### config.mk
export PLATFORM = sky130hd
export DESIGN_NAME = core_controller
export DESIGN_NICKNAME = d
export VERILOG_FILES = /design/src/rtl/core_pkg.sv /design/src/rtl/core_controller_instr_decode.sv /design/src/rtl/core_controller.sv
export SDC_FILE = /design/constraint.sdc
export NUM_CORES = 1
export LEC_CHECK = 0
export CELL_PAD_IN_SITES_DETAIL_PLACEMENT = 1
export CELL_PAD_IN_SITES_GLOBAL_PLACEMENT = 2
export CORE_UTILIZATION = 28
export CTS_BUF_LIST = sky130_fd_sc_hd__clkbuf_16
export DETAILED_ROUTE_END_ITERATION = 7
export PLACE_DENSITY = 0.88
export SLEW_MARGIN = 20
export SYNTH_ARGS = -nofsm -noshare
export SYNTH_HDL_FRONTEND = slang
export SYNTH_SLANG_ARGS = --single-unit
export TNS_END_PERCENT = 100
### constraint.sdc
create_clock -name clock -period 2.2 [get_ports clock]
set_clock_uncertainty 0.2 [all_clocks]
set_input_delay 0.44 -clock clock [delete_from_list [all_inputs] [get_ports clock]]
set_output_delay 0.44 -clock clock [all_outputs]
set_load 0.03 [all_outputs]
### src/rtl/core_pkg.sv
// Shared opcodes, instruction field positions and state/class encodings for the core sequencer.
package core_pkg;

    localparam int OPC_MSB = 31;
    localparam int OPC_LSB = 26;
    localparam int RD_LSB  = 21;
    localparam int RS1_LSB = 16;
    localparam int RS2_LSB = 11;

    localparam logic [5:0] OP_NOP   = 6'h00;
    localparam logic [5:0] OP_ALU   = 6'h01;
    localparam logic [5:0] OP_LOAD  = 6'h02;
    localparam logic [5:0] OP_STORE = 6'h03;
    localparam logic [5:0] OP_HALT  = 6'h3F;

    typedef enum logic [2:0] {
        ST_FETCH  = 3'd0,
        ST_DECODE = 3'd1,
        ST_EXEC   = 3'd2,
        ST_MEM    = 3'd3,
        ST_WB     = 3'd4,
        ST_HALT   = 3'd5
    } state_e;

    typedef enum logic [2:0] {
        CL_NOP   = 3'd0,
        CL_ALU   = 3'd1,
        CL_LOAD  = 3'd2,
        CL_STORE = 3'd3,
        CL_HALT  = 3'd4
    } op_class_e;

endpackage

### src/rtl/core_controller_instr_decode.sv
// Combinational instruction decode: opcode class, register-write flag and register addresses.
module instr_decode
    import core_pkg::*;
#(
    parameter int DataSize = 32,
    parameter int AddrSize = 5
) (
    input  logic [DataSize-1:0] ir,
    output op_class_e           op_class,
    output logic                writes_reg,
    output logic [AddrSize-1:0] rs1_addr,
    output logic [AddrSize-1:0] rs2_addr,
    output logic [AddrSize-1:0] rd_addr
);

    logic unused_low_bits;
    assign unused_low_bits = ^ir[RS2_LSB-1:0];

    assign rd_addr  = ir[RD_LSB  +: AddrSize];
    assign rs1_addr = ir[RS1_LSB +: AddrSize];
    assign rs2_addr = ir[RS2_LSB +: AddrSize];

    // Unknown opcodes fall into the NOP class.
    always_comb begin
        op_class = CL_NOP;
        case (ir[OPC_MSB:OPC_LSB])
            OP_NOP:   op_class = CL_NOP;
            OP_ALU:   op_class = CL_ALU;
            OP_LOAD:  op_class = CL_LOAD;
            OP_STORE: op_class = CL_STORE;
            OP_HALT:  op_class = CL_HALT;
            default:  op_class = CL_NOP;
        endcase
    end

    assign writes_reg = (op_class == CL_ALU) || (op_class == CL_LOAD);

endmodule

### src/rtl/core_controller.sv
// Multi-cycle fetch/decode/execute sequencer owning the PC and per-instruction FSM.
// Define CORE_CONTROLLER_MEM_TIMEOUT_EN to add a 16-cycle data-memory timeout with mem_fault.
module core_controller
    import core_pkg::*;
#(
    parameter int                  DataSize = 32,
    parameter int                  AddrSize = 5,
    parameter logic [DataSize-1:0] PcReset  = 32'h0000_0000
) (
    input  logic                clock,
    input  logic                reset,
    input  logic [DataSize-1:0] instruction,
    input  logic                im_ready,
    input  logic                dm_ready,
    output logic [DataSize-1:0] pc,
    output logic                do_im_fetch,
    output logic                do_reg_fetch,
    output logic                do_execute,
    output logic                do_dm_read,
    output logic                do_dm_write,
    output logic                do_reg_write,
    output logic                enable_reg_write,
    output logic [AddrSize-1:0] read_reg_addr1,
    output logic [AddrSize-1:0] read_reg_addr2,
    output logic [AddrSize-1:0] write_address,
    output logic                halted
`ifdef CORE_CONTROLLER_MEM_TIMEOUT_EN
    ,
    output logic                mem_fault
`endif
);

    localparam logic [DataSize-1:0] PC_STEP = DataSize'(32'd4);

    state_e              state_q, state_d;
    logic [DataSize-1:0] pc_q, pc_d;
    logic [DataSize-1:0] ir_q, ir_d;
    logic                fetch_take;
    logic                im_fetch_q, im_fetch_d;
    logic                reg_fetch_q, reg_fetch_d;
    logic                execute_q, execute_d;
    logic                dm_read_q, dm_read_d;
    logic                dm_write_q, dm_write_d;
    logic                reg_write_q, reg_write_d;
    logic                wr_en_q, wr_en_d;
    logic                halted_q, halted_d;
    logic [AddrSize-1:0] rs1_q, rs1_d, rs2_q, rs2_d, rd_q, rd_d;

    op_class_e           op_class;
    logic                writes_reg;
    logic [AddrSize-1:0] dec_rs1, dec_rs2, dec_rd;

`ifdef CORE_CONTROLLER_MEM_TIMEOUT_EN
    logic [3:0]          tmo_cnt_q, tmo_cnt_d;
    logic                mem_fault_q, mem_fault_d;
`endif

    // A fetch only completes once the request strobe is actually visible outside.
    assign fetch_take = (state_q == ST_FETCH) && im_fetch_q && im_ready;
    assign ir_d       = fetch_take ? instruction : ir_q;

    instr_decode #(
        .DataSize (DataSize),
        .AddrSize (AddrSize)
    ) u_decode (
        .ir         (ir_d),
        .op_class   (op_class),
        .writes_reg (writes_reg),
        .rs1_addr   (dec_rs1),
        .rs2_addr   (dec_rs2),
        .rd_addr    (dec_rd)
    );

    always_comb begin
        state_d = state_q;
        pc_d    = pc_q;
`ifdef CORE_CONTROLLER_MEM_TIMEOUT_EN
        tmo_cnt_d   = 4'd0;
        mem_fault_d = mem_fault_q;
`endif
        case (state_q)
            ST_FETCH: begin
                if (fetch_take) begin
                    state_d = ST_DECODE;
                end else begin
                    state_d = ST_FETCH;
                end
            end
            ST_DECODE: begin
                if (op_class == CL_HALT) begin
                    state_d = ST_HALT;
                end else begin
                    state_d = ST_EXEC;
                end
            end
            ST_EXEC: begin
                case (op_class)
                    CL_LOAD, CL_STORE: state_d = ST_MEM;
                    CL_ALU:            state_d = ST_WB;
                    default: begin
                        state_d = ST_FETCH;
                        pc_d    = pc_q + PC_STEP;
                    end
                endcase
            end
            ST_MEM: begin
                if (dm_ready) begin
                    if (op_class == CL_LOAD) begin
                        state_d = ST_WB;
                    end else begin
                        state_d = ST_FETCH;
                        pc_d    = pc_q + PC_STEP;
                    end
                end else begin
                    state_d = ST_MEM;
`ifdef CORE_CONTROLLER_MEM_TIMEOUT_EN
                    // Sixteenth silent MEM cycle gives up and parks the core.
                    if (tmo_cnt_q == 4'hF) begin
                        state_d     = ST_HALT;
                        mem_fault_d = 1'b1;
                    end else begin
                        tmo_cnt_d = tmo_cnt_q + 4'd1;
                    end
`endif
                end
            end
            ST_WB: begin
                state_d = ST_FETCH;
                pc_d    = pc_q + PC_STEP;
            end
            ST_HALT: state_d = ST_HALT;
            default: state_d = ST_FETCH;
        endcase
    end

    // Strobes are decoded from the next state so they register in step with it.
    always_comb begin
        im_fetch_d  = (state_d == ST_FETCH);
        reg_fetch_d = (state_d == ST_DECODE);
        execute_d   = (state_d == ST_EXEC);
        dm_read_d   = (state_d == ST_MEM) && (op_class == CL_LOAD);
        dm_write_d  = (state_d == ST_MEM) && (op_class == CL_STORE);
        reg_write_d = (state_d == ST_WB);
        halted_d    = (state_d == ST_HALT);
        wr_en_d     = writes_reg && (state_d inside {ST_DECODE, ST_EXEC, ST_MEM, ST_WB});
        rs1_d       = dec_rs1;
        rs2_d       = dec_rs2;
        rd_d        = dec_rd;
    end

    always_ff @(posedge clock or negedge reset) begin
        if (!reset) begin
            state_q     <= ST_FETCH;
            pc_q        <= PcReset;
            ir_q        <= {DataSize{1'b0}};
            im_fetch_q  <= 1'b0;
            reg_fetch_q <= 1'b0;
            execute_q   <= 1'b0;
            dm_read_q   <= 1'b0;
            dm_write_q  <= 1'b0;
            reg_write_q <= 1'b0;
            wr_en_q     <= 1'b0;
            halted_q    <= 1'b0;
            rs1_q       <= {AddrSize{1'b0}};
            rs2_q       <= {AddrSize{1'b0}};
            rd_q        <= {AddrSize{1'b0}};
`ifdef CORE_CONTROLLER_MEM_TIMEOUT_EN
            tmo_cnt_q   <= 4'd0;
            mem_fault_q <= 1'b0;
`endif
        end else begin
            state_q     <= state_d;
            pc_q        <= pc_d;
            ir_q        <= ir_d;
            im_fetch_q  <= im_fetch_d;
            reg_fetch_q <= reg_fetch_d;
            execute_q   <= execute_d;
            dm_read_q   <= dm_read_d;
            dm_write_q  <= dm_write_d;
            reg_write_q <= reg_write_d;
            wr_en_q     <= wr_en_d;
            halted_q    <= halted_d;
            rs1_q       <= rs1_d;
            rs2_q       <= rs2_d;
            rd_q        <= rd_d;
`ifdef CORE_CONTROLLER_MEM_TIMEOUT_EN
            tmo_cnt_q   <= tmo_cnt_d;
            mem_fault_q <= mem_fault_d;
`endif
        end
    end

    assign pc               = pc_q;
    assign do_im_fetch      = im_fetch_q;
    assign do_reg_fetch     = reg_fetch_q;
    assign do_execute       = execute_q;
    assign do_dm_read       = dm_read_q;
    assign do_dm_write      = dm_write_q;
    assign do_reg_write     = reg_write_q;
    assign enable_reg_write = wr_en_q;
    assign read_reg_addr1   = rs1_q;
    assign read_reg_addr2   = rs2_q;
    assign write_address    = rd_q;
    assign halted           = halted_q;
`ifdef CORE_CONTROLLER_MEM_TIMEOUT_EN
    assign mem_fault        = mem_fault_q;
`endif

endmodule

Yosys cells after proc, flatten, opt, wreduce, memory -nomap -nowiden --
Cells that the tools add are included.
Storage, ports and cells: bits of input ports 36, logic and storage cells 62, bits in writable memories 0, memory bits (read-only) 0, bits in latches 0, register bits after elaboration 90, memories 0
Operators by class: multipliers 0, muxes and demuxes 12, div/mod/pow operators 0, eq/ne operators 21, shifts and indexed selects 0, bitwise operators 0, add/subtract/negate cells 1, order comparisons 0, reduce and logical (&&, ||, !) cells 13
Operator list (number):
- $mux 32 | 4
- $pmux 32 s3 | 1
- $add 32x3->32 const B | 1
- $eq 3x2->1 const B | 6
- $eq 3x3->1 const B | 5
- $pmux 3 s5 | 1
- $eq 6x2->1 const B | 2
- $pmux 3 s4 | 1
- $eq 3x1->1 const B | 3
- $mux 3 | 3
- $eq 6x1->1 const B | 1
- $eq 6x6->1 const B | 1
- $logic_not 3->1 | 2
- $ne 2x2->1 const B | 3
- $pmux 3 s2 | 1
- $logic_and 1x1->1 | 5
- $reduce_and 4->1 | 1
- $reduce_bool 4->1 | 1
- $reduce_bool 3->1 | 1
- $reduce_or 3->1 | 1
- $reduce_or 2->1 | 1
- $logic_or 1x1->1 | 1
- $mux 1 | 1

Longest topological paths before layout --
Gate-level depths: netlist of the first run.
depth in word-level cells 13, depth in mapped cells 7, depth with buffers taken out 6

Hierarchy --
A second synthesis of the first run with hierarchy kept.
Second synthesis, totals: cells, all modules 275, area total of the unflattened synthesis 3673.5 um^2
Modules (own cells, without submodules):
- core_controller | cells an instance 252, area an instance 3498.4 um^2, times used 1
- instr_decode | cells an instance 23, area an instance 175.2 um^2, times used 1

Worst setup path before layout of the first run --
OpenSTA, ideal clock, no wires.
path kind flip-flop to flip-flop, from register pc_q[13], in the netlist pc[13], to register pc_q[26], in the netlist pc[26], arrival time 1.658 ns, path slack 0.261 ns, clock period less this slack 1.939 ns, cell stages (with the launch flop) 6, data required time 1.920 ns, cells stage by stage dfrtp_1 -> and4_1 -> and4bb_4 -> nand3_1 -> nor3_1 -> xor2_1
Between the ends: cells in the longest elaborated chain, start to end 4
RTL lines:
- start, declared | RTL line core_controller.sv:36 | logic [DataSize-1:0] pc_q, pc_d;
- start signal, assigned | RTL line core_controller.sv:154 | pc_q <= PcReset;
- start signal, assigned | RTL line core_controller.sv:173 | pc_q <= pc_d;
- $add 32x3->32 * | RTL line core_controller.sv:102, core_controller.sv:112, core_controller.sv:129
- $mux 32 | RTL line core_controller.sv:108 | if (op_class == CL_LOAD) begin
- $mux 32 | RTL line core_controller.sv:107 | if (dm_ready) begin
- $pmux 32 s3 * | RTL line core_controller.sv:81 | case (state_q)
Every way passes the cells marked *; elsewhere a longest branch is shown, timed or not. The select of a mux whose other input is x is not followed. A chain may end at the register's enable or synchronous reset.

Final worst setup path of the first run --
from register pc_q[13], in the netlist pc[13], to output pc[13]
RTL lines:
- end, declared | RTL line core_controller.sv:15 | output logic [DataSize-1:0] pc,
No word-level cell between the ends.

==> results.cfg, run 1 <==
[die]
dieWidth_um = 103
initial_utilization_pct = 29.1
dieArea_mm2 = 0.0107
io_pins = 91
core.rowCount = 36
coreArea_mm2 = 0.00986
die_h_um = 103

[cts]
cts.sink_count = 62
cts_root_buffer = clkbuf_16
numCtsBuffers = 9
cts_tree = done
cts.htree.levels = 3
clk_pin_slew_ns = 0.05
postCtsSetupBuffers = 0
clock_path_buffers = 2
clk_latency_ns = 0.33

[logic_synthesis]
synth-edff-count = 0
async_flop_share_pct = 100
synth_top_area_cell = dfrtp_1
synth_area_per_cell_um2 = 10.1
synth_seq_cells = 62
syn-cell-area_mm2 = 0.00287
synth_top_area_share_pct = 54.1
synthFlopType = dfrtp_1
ys_warn_count = 0
yosysSeqAreaShare_pct = 54.1
yosysUniqueCellTypes = 42
synth_cells = 284
synth.area.top_cells = dfrtp_1 (54%), nand2_1 (9.7%), xnor2_1 (5.8%)

[placement]
gp_congestion = 0.724
hpwl_um = 5010
post-place-ws_ns = -0.225
place_area_mm2 = 0.00375
dp.cells = 484
numPortBuffers = 77

[worst_setup_path]
cp_max_fo = 6
cp-startpoint = pc[13]
crit_type = reg2out
cp.required_ns = 1.56
worst-path-buf-inv = 1
crit_family = buffers and inverters
crit_chain = clkdlybuf4s50_1
crit_arrival_ns = 1.47
regToRegStartpoint = state_q[0]
max_stage_delay_ns = 0.71
crit_path_end_kind = output port
crit_path_start_kind = flip-flop
crit_slowest_cell = clkdlybuf4s50_1

[detailed_routing]
wl_per_cell_um = 13.9
drt-met1-wl_um = 3030
wl_met3_um = 261
routed_wl_um = 6980
drt_first_pass_iters = 4
drc_errors = 0
drt_iter0_drc = 58
ant_nets = 0
vias_per_cell = 4.45
wl_met2_um = 3600
num_vias = 2227
highest_layer = met4

[timing]
rsz0062_at_grt = no
fin_ws_ns = 0.0868
timing.fmax_mhz = 473
setup_viol_count_final = 0
slew_violations = 0
period_needed_ns = 2.11
hold_ws_ns = 0.264
fin_crit_sh_pct = 96.1
hold_viol = 0

[pwr]
comb_power_share_pct = 34.9
internal-power_uw = 2970
pwr-share-clk_pct = 29.3
p_sw_uw = 1710
swShare_pct = 36.5
peakVddDrop_mv = 0.383
p_leak_uw = 0.00184
power.total_uw = 4680
power_density_mw_per_mm2 = 1160
p_seq_share_pct = 35.8

[global_routing]
grt_pass1_vias = 2273
antenna_found_initial = 0
track_usage_pct = 14.0
grt_pass1_wl_um = 11100
grt_max_degree = 63
gr-total-overflow = 0

[run]
drv_cap = 0

[cells_and_area]
area_growth_syn_to_layout_pct = 41.2
layout-drive-gt1-share_pct = 11.1
final_cells = 501
fillers = 1098
fin_nets = 400
final_area_mm2 = 0.00405
n_antenna_cell = 0

[worst_hold_path]
min_path_type = reg2reg
min_from = pc[31]

[run_status]
status = finished, final reports clean
==> layout make-up <==
| cell class | instances | area, um2 | area share [%] |
|---|---|---|---|
| clock buffer | 9 | 225 | 5.56 |
| clock inverter | 7 | 66.3 | 1.64 |
| inverter | 6 | 22.5 | 0.556 |
| multi-input combinational | 193 | 1130 | 28.0 |
| sequential | 62 | 1550 | 38.3 |
| tap | 133 | 166 | 4.11 |
| timing repair buffer | 91 | 886 | 21.9 |
==> layout by cell type (no fill, tap or decap), types with 2 or more instances in the layout <==
cell type,instances
o211ai_1,3
clkbuf_16,9
a21oi_1,3
nand4_1,10
xnor2_1,19
dfrtp_1,62
conb_1,2
xor2_1,11
nor2_1,11
clkinv_2,3
nor3_1,5
mux2_2,2
inv_1,6
buf_4,12
clkdlybuf4s50_1,76
nand3_1,11
clkinv_4,2
o21ai_0,3
and3_1,8
nand2_1,74
and4_1,2
nor4_2,2
nand2b_1,2
nor2b_1,6
and2_1,2
==> Yosys cell counts, types with 3 or more instances <==
cell type / count
nand2_1: 74
inv_1: 5
and3_1: 8
dfrtp_1: 62
nand3_1: 11
clkbuf_1: 4
buf_4: 18
xor2_1: 11
xnor2_1: 19
o211ai_1: 3
a21oi_1: 3
o21ai_0: 3
nor2b_1: 6
nor2_1: 11
nor3_1: 5
nand4_1: 10
==> final timing paths <==
path,endpoint,slack [ns],depth (start not counted)
min reg2reg,pc[31],0.26,1
min,pc[31],0.26,1
min in group asynchronous,read_reg_addr2[2],0.44,3
max,pc[13],0.09,1
max in group asynchronous,read_reg_addr1[1],1.05,3
max reg2reg,pc[12],0.18,5
==> per-stage QoR <==
stage,TNS (ns),utilization (%)
3_5_place_dp,-0.848,38.0
3_3_place_gp,-0.446,38.0
5_1_grt,0,41.1
2_1_floorplan,0,-
4_1_cts,0,41.1
6_report,0,41.1
==> logic make-up (layout without fill, tap and decap cells) <==
family          Yosys count  count (layout)  share of synthesized area [%]
simple gates            142             142                           24.8
flops                    62              62                           54.1
xor+xnor                 30              30                           9.16
buf+inv                  30             113                           6.58
compound gates           16              16                           4.01
mux                       2               2                          0.785
fa+ha+maj                 1               1                          0.436
other cells               1               2                          0.131
==> flip-flops by register name, summed over array words and instances (netlist names) <==
register,cells
state_q,3
read_reg_addr2,4
do_reg_write,1
do_dm_write,1
pc,30
ir_q,9
enable_reg_write,1
do_im_fetch,1
do_dm_read,1
do_execute,1
halted,1
do_reg_fetch,1
write_address,4
read_reg_addr1,4
==> layer usage <==
metal | global-route usage, % | up-vias
met4 | 6.28 | 0
met2 | 24.1 | 42
met1 | 17.2 | 1089
li1 | - | 1087
met3 | 2.69 | 9
met5 | 0 | -
==> power by group through the flow <==
stage,Clock (uW),Combinational (uW),Sequential [uW]
final,1370,1630,1670
after global routing,1460,1780,1720
after CTS,1410,1660,1680
after detailed placement,0,1640,1690
after global placement,0,1610,1680
after floorplan,0,1020,1780
==> repair_timing <==
item,4_1_cts,5_1_grt
endpoints found under the setup margin,0,1
endpoints found under the hold margin,62,0
hold buffers,1,0
gates resized for setup,0,1
Note: power is estimated with default switching activity, not from simulation.
==> inputs of run 2 (changes only) <==
- HOLD_SLACK_MARGIN: default -> 0.15
==> results of run 2 <==
Same layout as run 1: the final DEF is identical, and so are final timing and power.
==> variant, RTL diff (settings of run 2) <==
`RS1_LSB`: 16 -> 17.
--- a/src/rtl/core_pkg.sv
+++ b/src/rtl/core_pkg.sv
@@ -4,7 +4,7 @@
     localparam int OPC_MSB = 31;
     localparam int OPC_LSB = 26;
     localparam int RD_LSB  = 21;
-    localparam int RS1_LSB = 16;
+    localparam int RS1_LSB = 17;
     localparam int RS2_LSB = 11;
 
     localparam logic [5:0] OP_NOP   = 6'h00;
Function: changed (Yosys sat finds a counterexample within 4 cycles, from zero or initial values and one cycle with reset low).
==> variant against run 2 <==
Sequential cell count decreased by 1; clock power decreased by 3%; core utilization increased by 1.4 points; count of clock-buffer cells in the layout unchanged; synthesized area increased by 0.39%; total power increased by 2.2%; final area increased by 3.3%; wire length increased by 1.3%; setup slack got worse by 0.057 ns; synthesized cell count decreased by 13%.
==> variant: results (changes against run 2) <==
largest net degree at the start of global routing: 39 (-38%)
GRT Total Usage: 14.3% (+0.26 points)
post-DR wirelength/cell: 15.0 um (+7.7%)
final core utilization: 42.4% (+1.4 points)
Min-Delay Path Class: in -> async
placed cells: 452 (-6.6%)
share of cells above drive strength 1: 20.7% (+9.6 points)
Vias: 2166 (-2.7%)
commonest cells in the netlist: dfrtp_1, xnor2_1, mux2_2, buf_4
DR iter-0 viols: 41 (-29%)
Post-Route M1 WL: 3.17 mm (+4.8%)
number of vias per cell: 4.60 (+3.5%)
DP Area: 0.00382 sq mm (+2.0%)
met2 wire length: 3.50 mm (-2.9%)
DR WL met3: 308 um (+18%)
average size of a mapped cell: 11.7 sq um (+15%)
port buffer count: 76 (-1.3%)
DP Wirelength: 5.06 mm (+1.1%)
largest cells by area after synthesis: dfrtp_1, xnor2_1, mux2_2, buf_4, nand4_1
worst path arrival time: 2.18 ns (+0.71 ns)
static leakage: 1.72 nW (-6.9%)
CP max stage delay: 0.49 ns (-0.22 ns)
status: finished, final reports clean
global-route wire length before repair: 11.4 mm (+3.2%)
Final Wtd Congestion: 0.806 (+11%)
CP Buf/Inv Count: 2 (+1)
Max VDD drop: 0.533 mV (+39%)
[variant: kinds of logic after synthesis]
kind of cell               after synthesis  synth area share (%)
AOI/OAI and AO/OA                       14                  4.08
other                                    1                 0.130
and+or+nand+nor                         86                  17.5
muxes                                   22                  8.60
buffers and inverters                   32                  7.17
DFF                                     61                  53.0
adders and majority gates                1                 0.434
xor gates and xnor gates                30                  9.12
[variant: worst register-to-register path, cell delays in order (launching register included)]
cell and delay (ns):
dfrtp_1 0.45, nor2b_1 0.18, a311o_2 0.38, a211oi_4 0.30, clkbuf_4 0.24, nand4_1 0.12
xnor2_1 0.15
[variant: layer usage]
metal  vias up  track usage [%]
li1       1022                -
met4         0             6.28
met2        50             23.1
met5         -                0
met3         6             3.56
met1      1088             18.1
[variant: stage by stage]
stage | power, mW | setup TNS (ns) | setup slack [ns] | hold WS (ns)
3_3_place_gp | 3.40 | -10.41 | -0.320 | 0.0627
2_1_floorplan | 2.86 | 0 | 0.173 | -0.0556
3_5_place_dp | 3.44 | -12.91 | -0.345 | 0.0622
4_1_cts | 4.82 | 0 | 0.0106 | 0.254
5_1_grt | 5.02 | -0.163 | -0.0416 | 0.290
6_report | 4.79 | 0 | 0.0299 | 0.272
[variant: power by group]
group	leakage (nW)	internal, mW	switching, mW
Sequential	0.787	1.41	0.251
Clock	0.139	0.857	0.472
Combinational	0.790	0.858	0.936
Total	1.72	3.13	1.66
[variant: final cells by class]
class | instances | share of cell area [%]
tap | 133 | 3.98
timing repair buffer | 100 | 23.6
sequential | 61 | 36.5
multi-input combinational | 155 | 28.6
clock inverter | 7 | 1.38
inverter | 6 | 0.538
clock buffer | 9 | 5.38
[variant: worst paths after layout]
path	from	end	slack (ns)	cells past startpoint
max	dm_ready	pc[20]$_DFFE_PN0P_	0.03	7
min	reset	write_address[0]$_DFFE_PN0N_	0.27	2
max reg2reg	state_q[0]$_DFF_PN0_	pc[20]$_DFFE_PN0P_	0.06	6
min reg2reg	pc[31]$_DFFE_PN0P_	pc[31]$_DFFE_PN0P_	0.28	1
max in group asynchronous	reset	pc[13]$_DFFE_PN0P_	1.11	3
min in group clock	pc[31]$_DFFE_PN0P_	pc[31]$_DFFE_PN0P_	0.28	1
[variant: repair_timing]
action,in CTS,in global routing
cloned,0,1
hold buffers,1,0
pin swaps,1,5
buffers inserted,0,1
setup endpoints to repair,2,31
resized for setup,3,8
endpoints found under the hold margin,61,0
